**src/rtl/adder4_seq_ctrl.sv**
```systemverilog
// adder4_seq_ctrl: multi-nibble add/subtract sequencer driving one external
// 4-bit adder, one nibble per clock, least significant nibble first.
module adder4_seq_ctrl #(
    parameter int unsigned N_DIGITS = 4,
    localparam int unsigned W = 4 * N_DIGITS
) (
    input  logic         clk,
    input  logic         reset,
    input  logic         start,
    input  logic         sub,
    input  logic [W-1:0] x,
    input  logic [W-1:0] y,
    input  logic         cin,
    output logic         busy,
    output logic         done,
    output logic [W-1:0] sum,
    output logic         cout,
    output logic [3:0]   add_a,
    output logic [3:0]   add_b,
    output logic         add_ci,
    input  logic [3:0]   add_s,
    input  logic         add_co
);

    localparam int unsigned CntW = (N_DIGITS > 1) ? $clog2(N_DIGITS) : 1;
    localparam logic [CntW-1:0] CntMax = CntW'(N_DIGITS - 1);

    typedef enum logic [1:0] {
        StIdle = 2'd0,
        StRun  = 2'd1,
        StDone = 2'd2
    } state_e;

    state_e          state;
    logic [CntW-1:0] cnt;
    logic            carry;
    logic [W-1:0]    xr;
    logic [W-1:0]    yr;

    // Sequencer state, operand latches, result assembly and registered status.
    always_ff @(posedge clk) begin
        if (reset) begin
            state <= StIdle;
            cnt   <= '0;
            carry <= 1'b0;
            xr    <= '0;
            yr    <= '0;
            sum   <= '0;
            cout  <= 1'b0;
            busy  <= 1'b0;
            done  <= 1'b0;
        end else begin
            unique case (state)
                StIdle, StDone: begin
                    done <= 1'b0;
                    if (start) begin
                        xr    <= x;
                        // Subtraction is x + ~y + 1: invert y here, force carry-in.
                        yr    <= y ^ {W{sub}};
                        carry <= sub ? 1'b1 : cin;
                        cnt   <= '0;
                        sum   <= '0;
                        busy  <= 1'b1;
                        state <= StRun;
                    end else begin
                        state <= StIdle;
                    end
                end
                StRun: begin
                    sum[4*cnt +: 4] <= add_s;
                    carry           <= add_co;
                    if (cnt == CntMax) begin
                        cout  <= add_co;
                        cnt   <= '0;
                        busy  <= 1'b0;
                        done  <= 1'b1;
                        state <= StDone;
                    end else begin
                        cnt <= cnt + CntW'(1);
                    end
                end
                default: begin
                    state <= StIdle;
                end
            endcase
        end
    end

    // Adder operands: current nibble while running, quiet zeros otherwise.
    always_comb begin
        add_a  = 4'h0;
        add_b  = 4'h0;
        add_ci = 1'b0;
        if (state == StRun) begin
            add_a  = xr[4*cnt +: 4];
            add_b  = yr[4*cnt +: 4];
            add_ci = carry;
        end
    end

endmodule
```
**config.mk**
```make
export PLATFORM = sky130hd
export DESIGN_NAME = adder4_seq_ctrl
export DESIGN_NICKNAME = d
export VERILOG_FILES = /design/src/rtl/adder4_seq_ctrl.sv
export SDC_FILE = /design/constraint.sdc
export NUM_CORES = 1
export LEC_CHECK = 0
export CORE_UTILIZATION = 37
export CTS_BUF_LIST = sky130_fd_sc_hd__clkbuf_2 sky130_fd_sc_hd__clkbuf_4 sky130_fd_sc_hd__clkbuf_8
export CTS_CLUSTER_DIAMETER = 100
export CTS_CLUSTER_SIZE = 8
export DETAILED_ROUTE_END_ITERATION = 6
export GPL_TIMING_DRIVEN = 0
export PLACE_DENSITY = 0.66
export SLEW_MARGIN = 15
export SYNTH_ARGS = -nofsm -noshare
export SYNTH_HDL_FRONTEND = slang
export SYNTH_SLANG_ARGS = --single-unit
```
**constraint.sdc**
```tcl
create_clock -name clk -period 1.9 [get_ports clk]
set_clock_uncertainty 0.1 [all_clocks]
set_input_delay 0.38 -clock clk [delete_from_list [all_inputs] [get_ports clk]]
set_output_delay 0.38 -clock clk [all_outputs]
set_load 0.02 [all_outputs]
```
==> flow_summary.json <==
{
  "status": "finished with violations",
  "violations": "DRC",
  "vias_per_cell": 5.17,
  "r2r_end": "sum[4]$_SDFFE_PP0P_",
  "ios": 70,
  "synthCells": 267,
  "cts_made_buffers": 5,
  "die_area_um2": 7130,
  "syn-num-nets": 315,
  "worstPathArrival_ps": 1410,
  "crit_type": "flop to output pin",
  "grt_max_degree": 17,
  "crit_path_start_kind": "flop",
  "cts_sinks": 56,
  "core_um2": 6460,
  "portBuffers": 68,
  "hold_viol_final": 0,
  "ys_top_cells_by_area": "dfxtp_1 (45%), mux2i_1 (6.8%), xnor2_1 (5.6%)",
  "ys_seq_elements": 56,
  "finalCritPeriodShare_pct": 99.5,
  "wl_mm": 6.21,
  "setup_viol": 0,
  "antenna_found_initial": 0,
  "final_cells": 427,
  "yosysTopAreaCell": "dfxtp_1",
  "wl_per_cell_um": 14.5,
  "hp-class": "flop to flop",
  "worstHoldStart": "xr[10]$_SDFFE_PP0P_",
  "cts_tree": "done",
  "required_ps": 1420,
  "grt_pass1_vias": 2129,
  "place_inst": 412,
  "track_usage_pct": 18.5,
  "p_leak_nw": 1.29,
  "syn_area_um2": 2520,
  "synth.distinct_cells": 31,
  "die_x_um": 84.5,
  "ys_seq_area_share_pct": 44.6,
  "worstSkewPairLatency_ps": 310,
  "place_hpwl_mm": 4.35,
  "layout-drive-gt1-share_pct": 22.3,
  "hold_end": "xr[10]$_SDFFE_PP0P_",
  "end_kind": "output pin",
  "yosysTopAreaCellShare_pct": 44.6,
  "syn_area_per_cell_um2": 9.42,
  "clk_pin_slew_ps": 90,
  "cts-root-buf": "clkbuf_8",
  "overflow": 0,
  "clockBufferDepth": 2,
  "power_density_nw_per_um2": 670,
  "fp-row-count": 29,
  "initial_core_util_pct": 39.0,
  "drv_slew": 0,
  "layout_commonest_cell": "clkdlybuf4s50_1",
  "placed_area_um2": 3310,
  "via_count": 2208,
  "ys_warn_count": 0,
  "finalCriticalPeriod_ps": 1890,
  "layout_common_cells": "clkdlybuf4s50_1 (59), dfxtp_1 (52), nand2_1 (35)",
  "grt_first_pass_wirelength_mm": 10.4,
  "whs_path_depth": 2,
  "first_pass_iters": 7,
  "routabilityCongestion": 0.763,
  "drt-initial-drc-count": 74,
  "ir_worst_vdd_v": 0.000358,
  "nFillCells": 565,
  "area_delta_synth_final_pct": 49.2,
  "final_net_count": 397,
  "cts_max_level": 2,
  "drc": 5,
  "rsz0062_at_grt": "yes",
  "fin_area_um2": 3750,
  "worstMarginPinSlew_ps": 468,
  "r2r_start": "cnt[1]$_SDFFE_PP0P_",
  "slew-limit-headroom_pct": 68.8,
  "ff2ff_path_depth": 6,
  "max_cap_viol_count": 0,
  "max_freq_mhz": 529,
  "critPathMaxFanout": 7,
  "r2r_slack_ps": 130,
  "antenna_left": 0,
  "n_antenna_cell": 0,
  "postCtsHoldBufs": 0,
  "die_h_um": 84.5
}
==> cell families after synthesis <==
family / after synthesis / share of synthesized area [%]
adder cells (fa/ha/maj): 6 / 2.98
AND/OR/NAND/NOR: 78 / 15.2
buffers and inverters: 26 / 5.52
multiplexers: 17 / 6.76
AO/OA/AOI/OAI: 68 / 19.4
flip-flops: 56 / 44.6
XOR/XNOR: 16 / 5.57
==> synthesized netlist by cell type <==
cell	instances
a211oi_2	2
mux2i_1	17
o2bb2ai_1	4
nor2b_1	5
nor3b_1	1
buf_6	2
nand4b_1	1
o21ai_0	1
nor4b_2	2
nor2b_4	1
nand3_1	2
nor4_2	1
and2_1	1
xnor2_1	16
nand3b_1	2
a311oi_2	2
buf_4	3
nand2_1	37
nand2b_1	4
a21oi_1	21
inv_1	7
o22ai_1	9
dfxtp_1	56
a211oi_1	16
ha_1	6
o31ai_1	1
buf_2	12
clkbuf_1	2
or4_1	1
a22o_1	12
nor2_1	20
==> what timing repair did <==
action                     4_1_cts  5_1_grt
setup endpoints to repair       25       23
cloned                           1        0
gates resized for setup         95       10
pin swaps                        8        4
setup buffers                    7        1
==> report_power, final <==
| part | switching (mW) | internal (mW) |
|---|---|---|
| clock network | 0.369 | 0.311 |
| logic | 0.260 | 0.279 |
| registers | 0.0577 | 1.24 |
| total | 0.687 | 1.83 |
==> per-layer routing <==
layer  track usage (%)  vias up  share of wire (%)
li1                  -     1103                  -
met1              23.9     1032                 46
met2              32.3       68                 48
met3              3.54        5                5.5
met4              4.16        0               0.92
met5                 0        -                  0
==> stage by stage <==
step | total power, mW | hold WS (ps) | setup WS [ps] | util (%) | setup TNS, ps
final | 2.51 | 363 | 9.64 | 58.1 | 0
after global routing | 2.65 | 386 | -53.9 | 58.1 | -314
after CTS | 2.53 | 360 | -40.5 | 57.8 | -249
after detailed placement | 1.76 | 346 | -440 | 51.3 | -10130
after global placement | 1.75 | 342 | -450 | 51.3 | -10260
after floorplan | 1.57 | 336 | 20.4 | - | 0
==> layout make-up <==
| class | count | area, um^2 | area share [%] |
|---|---|---|---|
| Tap cell | 77 | 96.3 | 2.57 |
| Buffer | 17 | 116 | 3.10 |
| Multi-Input combinational cell | 185 | 1500 | 40.1 |
| Sequential cell | 56 | 1130 | 30.1 |
| Inverter | 7 | 28.8 | 0.767 |
| Clock buffer | 7 | 90.1 | 2.40 |
| Timing Repair Buffer | 77 | 779 | 20.8 |
| Clock inverter | 1 | 7.51 | 0.200 |
==> worst max-delay path: stages (launching register included) <==
cell	delay, ps
dfxtp_4	430
buf_4	160
mux2i_2	270
o22ai_4	110
buf_6	130
==> how the worst max path moves through the flow <==
stage | endpoint | depth (start not counted) | startpoint
finish | add_b[2] | 4 | cnt[1]$_SDFFE_PP0P_
global route | add_b[2] | 4 | cnt[1]$_SDFFE_PP0P_
CTS | add_b[3] | 6 | state[0]$_SDFFE_PP0P_
detailed placement | add_b[3] | 6 | state[0]$_SDFFE_PP0P_
global placement | add_b[3] | 6 | state[0]$_SDFFE_PP0P_
floorplan | sum[4]$_SDFFE_PP0P_ | 7 | cnt[1]$_SDFFE_PP0P_
==> state kept, by name, indices dropped and copies added, names as in the netlist <==
name / flops
cnt: 2
cout: 1
done: 1
sum: 16
busy: 1
yr: 16
xr: 16
carry: 1
state: 2
Note: power is estimated with default switching activity, not from simulation.
